[src/rtl/vend_ctrl_multi.sv]
// Multi-item vending controller: three coins, per-item stock, refund, serial change.
// Define VEND_AUDIT_EN to add the saturating sales_cnt output.
module vend_ctrl_multi #(
  parameter int N_ITEMS    = 4,
  parameter int CREDIT_W   = 8,
  parameter int PRICE      = 5,
  parameter int COIN_A_VAL = 1,
  parameter int COIN_B_VAL = 2,
  parameter int COIN_C_VAL = 5,
  parameter int MAX_CREDIT = 15,
  parameter int STOCK_W    = 4,
  parameter int STOCK_INIT = 8
) (
  input  logic                clk,
  input  logic                reset_db,
  input  logic                coin_a,
  input  logic                coin_b,
  input  logic                coin_c,
  input  logic                vend_req,
  input  logic [(N_ITEMS > 1 ? $clog2(N_ITEMS) : 1)-1:0] item_sel,
  input  logic                cancel,
  input  logic                restock,
  output logic [N_ITEMS-1:0]  dispense,
  output logic                change_pulse,
  output logic                coin_reject,
  output logic                sold_out,
  output logic                busy,
  output logic [CREDIT_W-1:0] credit
`ifdef VEND_AUDIT_EN
  ,
  output logic [15:0]         sales_cnt
`endif
);

  localparam int CW1 = CREDIT_W + 1;

  typedef enum logic [1:0] {
    S_IDLE,
    S_COLLECT,
    S_VEND,
    S_CHANGE
  } state_t;

  state_t state, nxt, step_nxt;

  logic [STOCK_W-1:0] stock [N_ITEMS];

  logic [1:0]          coin_cnt;
  logic                coin_any;
  logic [CW1-1:0]      coin_val;
  logic [CW1-1:0]      coin_sum;
  logic                in_take;
  logic                coin_ok;
  logic                refund;
  logic                sel_ok;
  logic                vend_try;
  logic                vend_ok;
  logic                step;
  logic [CREDIT_W-1:0] credit_d;
  logic [N_ITEMS-1:0]  dispense_d;
  logic                pulse_d;
  logic                reject_d;
  logic                sold_d;
  logic                busy_d;

  // Decode coin and purchase conditions shared by both comb processes
  always_comb begin
    coin_cnt = {1'b0, coin_a} + {1'b0, coin_b} + {1'b0, coin_c};
    coin_any = coin_a | coin_b | coin_c;
    coin_val = '0;
    if (coin_a)      coin_val = CW1'(COIN_A_VAL);
    else if (coin_b) coin_val = CW1'(COIN_B_VAL);
    else if (coin_c) coin_val = CW1'(COIN_C_VAL);
    coin_sum = {1'b0, credit} + coin_val;
    in_take  = (state == S_IDLE) || (state == S_COLLECT);
    refund   = (state == S_COLLECT) && cancel;
    coin_ok  = in_take && (coin_cnt == 2'd1) && !refund &&
               (coin_sum <= CW1'(MAX_CREDIT));
    sel_ok   = int'(item_sel) < N_ITEMS;
    vend_try = (state == S_COLLECT) && vend_req && !cancel &&
               !coin_any && sel_ok;
    sold_d   = vend_try && (stock[item_sel] == '0);
    vend_ok  = vend_try && (stock[item_sel] != '0) &&
               (credit >= CREDIT_W'(PRICE));
    step     = (refund || (state == S_VEND) || (state == S_CHANGE)) &&
               (credit != '0);
    step_nxt = (credit > CREDIT_W'(1)) ? S_CHANGE : S_IDLE;
  end

  // State register
  always_ff @(posedge clk or posedge reset_db) begin
    if (reset_db) state <= S_IDLE;
    else          state <= nxt;
  end

  // Next-state logic
  always_comb begin
    nxt = state;
    unique case (state)
      S_IDLE:    if (coin_ok) nxt = S_COLLECT;
      S_COLLECT: begin
        if (refund)       nxt = step_nxt;
        else if (vend_ok) nxt = S_VEND;
      end
      S_VEND:    nxt = step_nxt;
      S_CHANGE:  nxt = step_nxt;
      default:   nxt = S_IDLE;
    endcase
  end

  // Next values of the registered outputs
  always_comb begin
    credit_d = credit;
    if (coin_ok)      credit_d = coin_sum[CREDIT_W-1:0];
    else if (vend_ok) credit_d = credit - CREDIT_W'(PRICE);
    else if (step)    credit_d = credit - CREDIT_W'(1);
    dispense_d = vend_ok ? (N_ITEMS'(1) << item_sel) : '0;
    pulse_d    = step;
    reject_d   = coin_any && !coin_ok;
    busy_d     = (nxt == S_VEND) || (nxt == S_CHANGE) || step;
  end

  // Output registers; a strobe accepted at an edge shows up right after it
  always_ff @(posedge clk or posedge reset_db) begin
    if (reset_db) begin
      credit       <= '0;
      dispense     <= '0;
      change_pulse <= 1'b0;
      coin_reject  <= 1'b0;
      sold_out     <= 1'b0;
      busy         <= 1'b0;
    end else begin
      credit       <= credit_d;
      dispense     <= dispense_d;
      change_pulse <= pulse_d;
      coin_reject  <= reject_d;
      sold_out     <= sold_d;
      busy         <= busy_d;
    end
  end

  // Stock counters: reload on restock in IDLE, decrement on each sale
  always_ff @(posedge clk or posedge reset_db) begin
    if (reset_db) begin
      for (int i = 0; i < N_ITEMS; i++) stock[i] <= STOCK_W'(STOCK_INIT);
    end else if ((state == S_IDLE) && restock) begin
      for (int i = 0; i < N_ITEMS; i++) stock[i] <= STOCK_W'(STOCK_INIT);
    end else if (vend_ok) begin
      stock[item_sel] <= stock[item_sel] - STOCK_W'(1);
    end
  end

`ifdef VEND_AUDIT_EN
  // Sales audit counter, saturating
  always_ff @(posedge clk or posedge reset_db) begin
    if (reset_db)
      sales_cnt <= '0;
    else if ((|dispense_d) && (sales_cnt != 16'hFFFF))
      sales_cnt <= sales_cnt + 16'd1;
  end
`endif

endmodule

[config.mk]
export PLATFORM = sky130hd
export DESIGN_NAME = vend_ctrl_multi
export DESIGN_NICKNAME = d
export VERILOG_FILES = /design/src/rtl/vend_ctrl_multi.sv
export SDC_FILE = /design/constraint.sdc
export NUM_CORES = 1
export LEC_CHECK = 0
export ABC_CLOCK_PERIOD_IN_PS = 2500
export BUFFER_PORTS_ARGS = -buffer_cell sky130_fd_sc_hd__buf_2
export CAP_MARGIN = 20
export CORE_MARGIN = 8
export CORE_UTILIZATION = 27
export DETAILED_ROUTE_END_ITERATION = 12
export GPL_TIMING_DRIVEN = 0
export PLACE_DENSITY = 0.51
export SYNTH_ARGS = -nofsm -noshare
export SYNTH_HDL_FRONTEND = slang
export SYNTH_SLANG_ARGS = --single-unit
[constraint.sdc]
create_clock -name clk -period 2.5 [get_ports clk]
set_input_delay 0 -clock clk [delete_from_list [all_inputs] [get_ports clk]]
set_output_delay 0 -clock clk [all_outputs]
set_load 0.02 [all_outputs]
==> summary.md, run 1 <==
| Metric | Value |
|---|---|
| Die footprint | 10700 um2 |
| Initial antenna violation count | 0 |
| Min Clock Period, post-route | 2.42 ns |
| Synth Area in Compound Gates | 12.9% |
| CP Depth | 11 |
| Max Fanout on Critical Path | 6 |
| Reg2Reg Depth | 11 |
| Drt pass-1 iters | 4 |
| Vias in the first global route | 1622 |
| CTS Sinks | 34 |
| Syn_area_per_cell | 9.92 um2 |
| Hold Crit Class | input pin to flop |
| Clock latency on the worst-skew pair | 0.29 ns |
| Initial DRC Count | 57 |
| First-pass GRT wire length | 7740 um |
| Sequential share of the synthesized area | 41.7% |
| Fillers | 808 |
| Syn nets | 227 |
| CTS tree | yes |
| Reg power frac | 39.1% |
| Mux cell area share after synthesis | 10.6% |
| Synth Area in Simple Gates | 18.5% |
| CP Capture Type | flop |
| Synth Flop Type | dfrtp_1 |
| Final worst-path cycle share | 96.7% |
| Count of cell types in the netlist | 50 |
| Clk pwr share | 19.2% |
| Die span in x | 103 um |
| Worst Hold Depth | 3 |
| GR Util All Layers | 9.36% |
| Comb pwr share | 41.6% |
| Max-slew violation count | 0 |
| Final Hold Fails | 0 |
| Final setup fails | 0 |
| Pint | 1.26 mW |
| Worst path cell trace | mux4_2 -> inv_2 -> ha_2 -> nor2b_4 -> a2bb2o_4 -> a211o_1 -> buf_6 -> or3_4 -> buf_6 -> xor2_1 -> nor2_2 |
| Detailed-route wire length per cell | 13.3 um |
| Worst Path Arrival | 2.59 ns |
| GRT overflow | 0 |
| Ports | 26 |
| Buffers and inverters on the worst path | 3 |
| # rows | 32 |
| Ys async rst share | 100% |
| Placement Setup Slack | -0.487 ns |
| Largest family of logic cells by synthesized area | simple AND/OR/NAND/NOR gates |
| Layout cells sized above 1 | 31.9% |
| Post-DP HPWL | 3390 um |
| Worst Path Required | 2.67 ns |
| Routability Congestion | 0.782 |
| Via density | 4.58 |
| EDFF count, synth | 0 |
| CTS Buf Count | 5 |
| Maximum clock frequency | 413 MHz |
| Post-synthesis xor/xnor area fraction | 4.27% |
| Maximum VDD drop | 230 uV |
| Reg clk slew, reported paths | 0.08 ns |
| Adder-Cell Fraction of Synth Area | 6.83% |
| Number of max-cap violations | 0 |
| Clk root buf | clkbuf_8 |
| Synthesis-to-layout area growth | 26.1% |
| CP Launch Type | flop |
| Pwr Density | 823 nW/um2 |
| Multi-input logic area | 1140 um2 |
| Height of the die | 103 um |
| Routed Wire Length | 4730 um |
| CP dominant cell by count | buf_6 |
| Relative slew slack | 54.5% |
| Least-Margin Pin Slew | 0.673 ns |
| # port buffers | 25 |
| Finished Core Util | 34.4% |
| Psw | 874 uW |
| DR vias | 1631 |
| Final WS setup | 0.0814 ns |
| Leak pwr | 1.20 nW |
| # DRC | 0 |
| Slowest stage cell on the critical path | dfrtp_1 |
| Initial Util | 27.3% |
| Core area | 7530 um2 |
| Ant diodes | 0 |
| Crit path max-delay family | compound AO/OA/AOI/OAI gates |
| Final #Nets | 273 |
| Post-synthesis cell area | 2050 um2 |
| Largest net degree at the start of global routing | 23 |
| CTS Buffer Depth | 2 |
| Setup Crit Path Kind | flop to flop |
| Yosys Warn Count | 0 |
| Switching share of power | 41.0% |
| Status | completed |
| Post-DRT Antenna Nets | 0 |
| H-tree levels | 2 |
| Crit path largest cell delay | 0.36 ns |
| RSZ-0062 raised after global routing | yes |
| Seq. cell area | 857 um2 |
| Final Skew | 0.00479 ns |
| FF+latch count, synth | 34 |
| Cells after synthesis | 207 |
[cell usage in the layout, fill, tap and decap left out, types with 3 or more instances in the layout]
cell type	Yosys	routed
nor3_1	15	15
buf_2	2	27
ha_1	8	6
dfstp_2	4	4
dfrtp_1	30	29
mux4_2	3	3
clkbuf_8	0	5
mux2_2	4	4
inv_2	1	4
o21ai_0	9	8
nand2_1	14	14
nand3_1	6	6
nor2_1	25	25
buf_4	0	10
mux2i_1	9	9
buf_6	2	3
xnor2_1	4	4
xor2_1	6	6
a21oi_1	8	8
inv_1	16	13
[cells by family (layout without fill, tap and decap cells)]
logic type | after synthesis | in the layout
AOI/OAI and AO/OA | 35 | 35
xor gates and xnor gates | 10 | 10
adders and majority gates | 10 | 10
buffers and inverters | 24 | 71
DFF | 34 | 34
muxes | 17 | 17
and+or+nand+nor | 77 | 77
[through the flow]
stage | instance area (um2) | total power [mW] | setup TNS [ns] | hold slack (ns) | instances
after detailed placement | 2350 | 1.68 | -6.02 | 0.0697 | 336
after global placement | 2310 | 1.67 | -5.87 | 0.304 | 334
after global routing | 2590 | 2.31 | -0.0535 | 0.0487 | 356
after CTS | 2460 | 2.12 | 0 | 0.0139 | 345
after floorplan | 2050 | 1.44 | 0 | 0.139 | 207
final | 2590 | 2.13 | 0 | 0.0192 | 356
[worst reg2reg max path, cell delays in order (launching register included)]
cell,delay (ns)
dfrtp_1,0.36
mux4_2,0.27
inv_2,0.04
ha_2,0.18
nor2b_4,0.12
a2bb2o_4,0.24
a211o_1,0.28
buf_6,0.14
or3_4,0.32
buf_6,0.14
xor2_1,0.16
nor2_2,0.04
[cells in the mapped netlist, types with 2 or more instances]
library cell  number  area (um2)
a211oi_1           2        15.0
a21oi_1            8        40.0
a31oi_1            2        12.5
and2_1             2        12.5
buf_1              2        7.51
buf_2              2        10.0
buf_6              2        22.5
dfrtp_1           30         751
dfstp_2            4         105
fa_1               2        40.0
ha_1               8         100
inv_1             16        60.1
mux2_2             4        45.0
mux2i_1            9        90.1
mux4_2             3        67.6
nand2_1           14        52.6
nand2b_1           2        12.5
nand3_1            6        30.0
nor2_1            25        93.8
nor2b_1            3        18.8
nor3_1            15        75.1
o2111ai_1          2        17.5
o21ai_0            9        45.0
xnor2_1            4        35.0
xor2_1             6        52.6
[routing by layer]
metal  wire length, um  share of wire [%]  vias up  track usage, %
met3               248                5.2        5            2.01
met1              2170                 46      775            11.9
li1                  -                  -      815               -
met4                84                1.8        0            4.00
met2              2230                 47       36            15.0
met5                 0                  0        -               0
[layout make-up]
type	count	share of cell area, %
Sequential cell	34	33.1
Multi-Input combinational cell	149	44.1
Buffer	7	1.98
Timing Repair Buffer	39	9.96
Tap cell	102	4.93
Inverter	17	2.46
Clock buffer	5	2.66
Clock inverter	3	0.822
[what timing repair did]
action,CTS,global route
pin swaps,0,5
setup endpoints to repair,11,17
hold buffers,1,0
cloned,0,1
endpoints found under the hold margin,31,0
gates resized for setup,2,18
setup buffers,0,10
[sequential cells by signal (all words and copies together) (netlist names)]
| signal | cells |
|---|---|
| stock | 16 |
| change_pulse | 1 |
| credit | 8 |
| sold_out | 1 |
| coin_reject | 1 |
| state | 2 |
| dispense | 4 |
| busy | 1 |
[power groups by stage]
stage          Clock [mW]  Sequential [mW]  Combinational (mW)
6_report            0.410            0.833               0.887
5_1_grt             0.452            0.857               0.997
4_1_cts             0.429            0.834               0.853
3_3_place_gp            0            0.841               0.825
3_5_place_dp            0            0.842               0.842
2_1_floorplan           0            0.890               0.550
[worst paths after layout]
| path | slack [ns] | end | start |
|---|---|---|---|
| worst min-delay path | 0.02 | coin_reject | coin_a |
| max in group asynchronous | 1.80 | stock[3] | reset_db |
| worst max-delay path | 0.08 | stock[12] | stock[8] |
| min in group asynchronous | 0.31 | credit[4] | reset_db |
| worst min register to register | 0.51 | stock[2] | stock[2] |
| worst max register to register | 0.08 | stock[12] | stock[8] |
Note: power is estimated with default switching activity, not from simulation.
==> run 2: changes to the inputs <==
- BUFFER_PORTS_ARGS: -buffer_cell sky130_fd_sc_hd__buf_2 -> default
- DONT_BUFFER_PORTS: default -> 1
- PLACE_DENSITY: 0.51 -> 0.48
==> summary.md, run 2 (synthesis gave the netlist of run 1 again) <==
| Metric | Value |
|---|---|
| Routability Congestion | 0.752 |
| Max Fanout on Critical Path | 6 |
| First-pass GRT wire length | 7760 um |
| Largest registers | stock x16, credit x8, dispense x4 |
| Crit path max-delay family | compound AO/OA/AOI/OAI gates |
| # DRC | 0 |
| GRT met1 Usage | 12.6% |
| Die span in x | 103 um |
| CP Capture Type | flop |
| Number of max-cap violations | 0 |
| GRT overflow | 0 |
| Clock latency on the worst-skew pair | 0.29 ns |
| Status | completed |
| Drt pass-1 iters | 4 |
| # port buffers | 0 |
| Post-DP HPWL | 3440 um |
| Ant diodes | 0 |
| Clk root buf | clkbuf_8 |
| Max reg flops | 16 |
| Hold Crit Class | input pin to flop |
| Worst path cell trace | mux4_2 -> inv_2 -> ha_4 -> nor2b_4 -> a2bb2o_4 -> a211o_1 -> buf_6 -> or3_4 -> buf_6 -> mux2i_1 -> nor2_1 |
| Worst Path Arrival | 2.62 ns |
| Buffers and inverters on the worst path | 3 |
| CTS Sinks | 34 |
| Ports | 26 |
| CTS Buf Count | 5 |
| Commonest cells after routing, fill and taps aside | dfrtp_1 (26), nor2_1 (24), nor3_1 (15) |
| Area after DPL | 2210 um2 |
| CTS tree | yes |
| Max-slew violation count | 0 |
| Synthesis-to-layout area growth | 23.4% |
| Setup Crit Path Kind | flop to flop |
| Initial antenna violation count | 0 |
| Post-DRT Antenna Nets | 0 |
| GR peak layer | met2 |
| GR Util All Layers | 9.42% |
| Hold_ws | 0.0308 ns |
| Placement Setup Slack | -0.367 ns |
| Reg clk slew, reported paths | 0.07 ns |
| Crit path largest cell delay | 0.40 ns |
| Die footprint | 10700 um2 |
| Met3 usage | 1.74% |
| CTS Buffer Depth | 2 |
| Vias in the first global route | 1569 |
| Routed Wire Length | 4800 um |
| Largest net degree at the start of global routing | 19 |
| DR vias | 1552 |
| GR Util met2 | 14.8% |
| Initial DRC Count | 30 |
| Commonest non-fill, non-tap cell in the layout | dfrtp_1 |
| Final Skew | 0.00882 ns |
| Final worst-path cycle share | 98.1% |
| Slowest stage cell on the critical path | dfrtp_1 |
| H-tree levels | 2 |
| Via density | 4.66 |
| # rows | 32 |
| Fin area | 2530 um2 |
| Final Hold Fails | 0 |
| Least-Margin Pin Slew | 0.822 ns |
| CP Launch Type | flop |
| Core area | 7530 um2 |
| RSZ-0062 raised after global routing | yes |
| CP dominant cell by count | buf_6 |
| Initial Util | 27.3% |
| Final #Nets | 250 |
| Layout cells sized above 1 | 26.8% |
| Maximum VDD drop | 229 uV |
| Min Clock Period, post-route | 2.45 ns |
| Final WS setup | 0.0472 ns |
| Maximum clock frequency | 408 MHz |
| Pwr Density | 831 nW/um2 |
| Height of the die | 103 um |
| Detailed-route wire length per cell | 14.4 um |
| Biggest register | stock |
| Leak pwr | 1.10 nW |
| Final setup fails | 0 |
| Relative slew slack | 45.1% |
| Finished Core Util | 33.7% |
| Worst Path Required | 2.66 ns |
run 2: changes by cell type in the layout (fill, tap and decap cells not counted), moves of 2 or more:
cell and delta:
buf_2 -25, ha_4 +2, dlygate4sd3_1 +4, dfrtp_2 +3, dfrtp_1 -3
run 2: where the power goes:
part	internal (mW)	leakage [nW]	switching, mW	total [mW]
Clock	0.222	0.0482	0.200	0.422
Combinational	0.348	0.636	0.391	0.740
Sequential	0.683	0.414	0.262	0.945
run 2: tightest hold or removal path: stages:
cell and delay [ns]:
nand2_1 0.10, nand2_1 0.11, mux2i_1 0.07
run 2: layout make-up:
class	count	area, um2
multi-input combinational	149	1190
sequential	34	861
inverter	17	63.8
tap	102	128
clock inverter	1	5.00
buffer	7	50.0
fill	793	4990
clock buffer	7	86.3
timing repair buffer	16	150
run 2: repair_timing:
item / in CTS / in global routing
pin swaps: 0 / 7
setup buffers: 0 / 9
resized for setup: 5 / 27
gates cloned: 0 / 1
endpoints found under the setup margin: 17 / 19
endpoints found under the hold margin: 21 / 0
hold buffers: 5 / 0
run 2: path summary, 6_finish.rpt:
kind / from / end / slack, ns / depth (start not counted)
hold reg to reg: stock[2] / stock[2] / 0.51 / 2
setup / recovery: stock[12] / stock[13] / 0.05 / 11
hold / removal: restock / stock[10] / 0.03 / 3
max in group asynchronous: reset_db / stock[11] / 1.54 / 3
setup reg to reg: stock[12] / stock[13] / 0.05 / 11
min in group asynchronous: reset_db / credit[6] / 0.31 / 2
run 2: metal layers:
layer | share of wire (%) | up-vias
li1 | - | 765
met4 | 1.7 | 0
met5 | 0 | -
met3 | 3.6 | 9
met1 | 49 | 751
met2 | 45 | 27
run 2: per-stage QoR:
step / TNS (ns) / power [mW] / cells
floorplan: 0 / 1.44 / 207
global placement: -3.66 / 1.60 / 309
detailed placement: -3.44 / 1.61 / 310
CTS: -0.0112 / 2.07 / 323
global route: -0.132 / 2.28 / 333
finish: 0 / 2.11 / 333
==> run 3: changes to the inputs <==
- CORE_UTILIZATION: 27 -> 35
- PLACE_DENSITY: 0.48 -> 0.57
==> summary.md, run 3 (synthesis gave the netlist of run 1 again) <==
| Metric | Value |
|---|---|
| Clock latency on the worst-skew pair | 0.29 ns |
| Maximum clock frequency | 410 MHz |
| Reg power frac | 45.5% |
| Vias in the first global route | 1548 |
| Synthesis-to-layout area growth | 22.4% |
| Layout cells sized above 1 | 24.8% |
| CTS tree | yes |
| Clk root buf | clkbuf_8 |
| Routability Congestion | 0.810 |
| Placed cells | 283 |
| Fin cells | 309 |
| CTS Buf Count | 5 |
| Relative slew slack | 55.7% |
| Flop-to-flop setup slack | 0.06 ns |
| CP Capture Type | flop |
| GR Util All Layers | 11.2% |
| Ant diodes | 0 |
| Die footprint | 8570 um2 |
| Drt pass-1 iters | 4 |
| Reg clk slew, reported paths | 0.07 ns |
| CTS Buffer Depth | 2 |
| Crit. Startpoint | stock[8] |
| Min Clock Period, post-route | 2.44 ns |
| Via density | 5.11 |
| First-pass GRT wire length | 7690 um |
| Initial antenna violation count | 0 |
| Maximum VDD drop | 329 uV |
| Pwr Density | 834 nW/um2 |
| Max reg flops | 16 |
| # DRC | 0 |
| Area after DPL | 2170 um2 |
| Comb pwr share | 35.6% |
| Height of the die | 92.6 um |
| Core area | 5780 um2 |
| Biggest register | stock |
| Least-Margin Pin Slew | 0.655 ns |
| Status | completed |
| Fin area | 2510 um2 |
| Setup Crit Path Kind | flop to flop |
| Psw | 866 uW |
| CP Launch Type | flop |
| Final Skew | 0.00753 ns |
| Die span in x | 92.6 um |
| Hold_ws | 0.0650 ns |
| Final setup fails | 0 |
| Max-slew violation count | 0 |
| Routed Wire Length | 4800 um |
| Leak pwr | 1.11 nW |
| Ports | 26 |
| Number of max-cap violations | 0 |
| Final worst-path cycle share | 97.7% |
| Initial Util | 35.5% |
| Switching share of power | 41.3% |
| Post-DP HPWL | 3290 um |
| Worst Path Required | 2.66 ns |
| Pint | 1.23 mW |
| # port buffers | 0 |
| Detailed-route wire length per cell | 15.5 um |
| Final #Nets | 253 |
| Reg2reg start | stock[8] |
| HP Start | item_sel[1] |
| # rows | 28 |
| Commonest cells after routing, fill and taps aside | dfrtp_1 (26), nor2_1 (24), nand2_1 (14), nor3_1 (14), inv_1 (13) |
| RSZ-0062 raised after global routing | yes |
| Largest registers | stock x16, credit x8, dispense x4 |
| DR vias | 1580 |
| Largest net degree at the start of global routing | 24 |
| Final Hold Fails | 0 |
| Post-DRT Antenna Nets | 0 |
| H-tree levels | 2 |
| GRT overflow | 0 |
| CTS Sinks | 34 |
| Initial DRC Count | 58 |
| Max Fanout on Critical Path | 6 |
| Worst Path Arrival | 2.61 ns |
| Commonest non-fill, non-tap cell in the layout | dfrtp_1 |
| Hold Crit Class | input pin to flop |
| Clk pwr share | 18.9% |
run 3: critical path, stage by stage, from the launching register on:
cell,delay (ns)
dfrtp_1,0.36
mux4_2,0.27
inv_2,0.06
ha_4,0.15
nor2b_4,0.12
a2bb2o_4,0.22
a211o_1,0.30
buf_6,0.15
or3_1,0.36
buf_6,0.15
xor2_1,0.16
nor2_2,0.04
run 3: power by group through the flow:
stage                     registers [mW]  logic (mW)  clock network [mW]
after floorplan                    0.890       0.550                   0
after global placement             0.949       0.643                   0
after detailed placement           0.949       0.658                   0
after CTS                          0.948       0.686               0.409
after global routing               0.979       0.844               0.427
final                              0.953       0.747               0.396
run 3: layout make-up:
class,count,area [um2]
fillers,549,3270
multi-input cells,149,1190
flip-flops and latches,34,861
repair buffers,19,178
well taps,75,93.8
clock buffers,8,80.1
inverters,17,63.8
plain buffers,7,50.0
run 3: what timing repair did:
action	CTS	global route
resized for setup	7	22
gates cloned	0	1
hold endpoints to repair	20	0
setup buffers	1	9
hold buffers	7	0
endpoints found under the setup margin	18	19
pin swaps	0	7
run 3: per-stage QoR:
stage | TNS [ns] | power (mW) | util (%) | setup WS, ns
floorplan | 0 | 1.44 | - | 0.152
global placement | -2.77 | 1.59 | 37.1 | -0.322
detailed placement | -2.91 | 1.61 | 37.6 | -0.317
CTS | 0 | 2.04 | 40.6 | 0.0123
global route | -0.123 | 2.25 | 43.5 | -0.0527
finish | 0 | 2.10 | 43.5 | 0.0586
run 3: routing by layer:
| layer | up-vias | track usage [%] | part of all wire (%) |
|---|---|---|---|
| met5 | - | 0 | 0 |
| met4 | 0 | 5.23 | 2.0 |
| met3 | 8 | 1.94 | 3.2 |
| met2 | 19 | 17.6 | 47 |
| met1 | 781 | 14.7 | 48 |
| li1 | 772 | - | - |
run 3: final timing paths:
kind                            depth (start not counted)        end
max in group asynchronous                               3   stock[3]
min in group asynchronous                               2  credit[5]
worst min register to register                          2   stock[2]
worst max register to register                         11  stock[12]
worst min-delay path                                    3  stock[10]
worst max-delay path                                   11  stock[12]
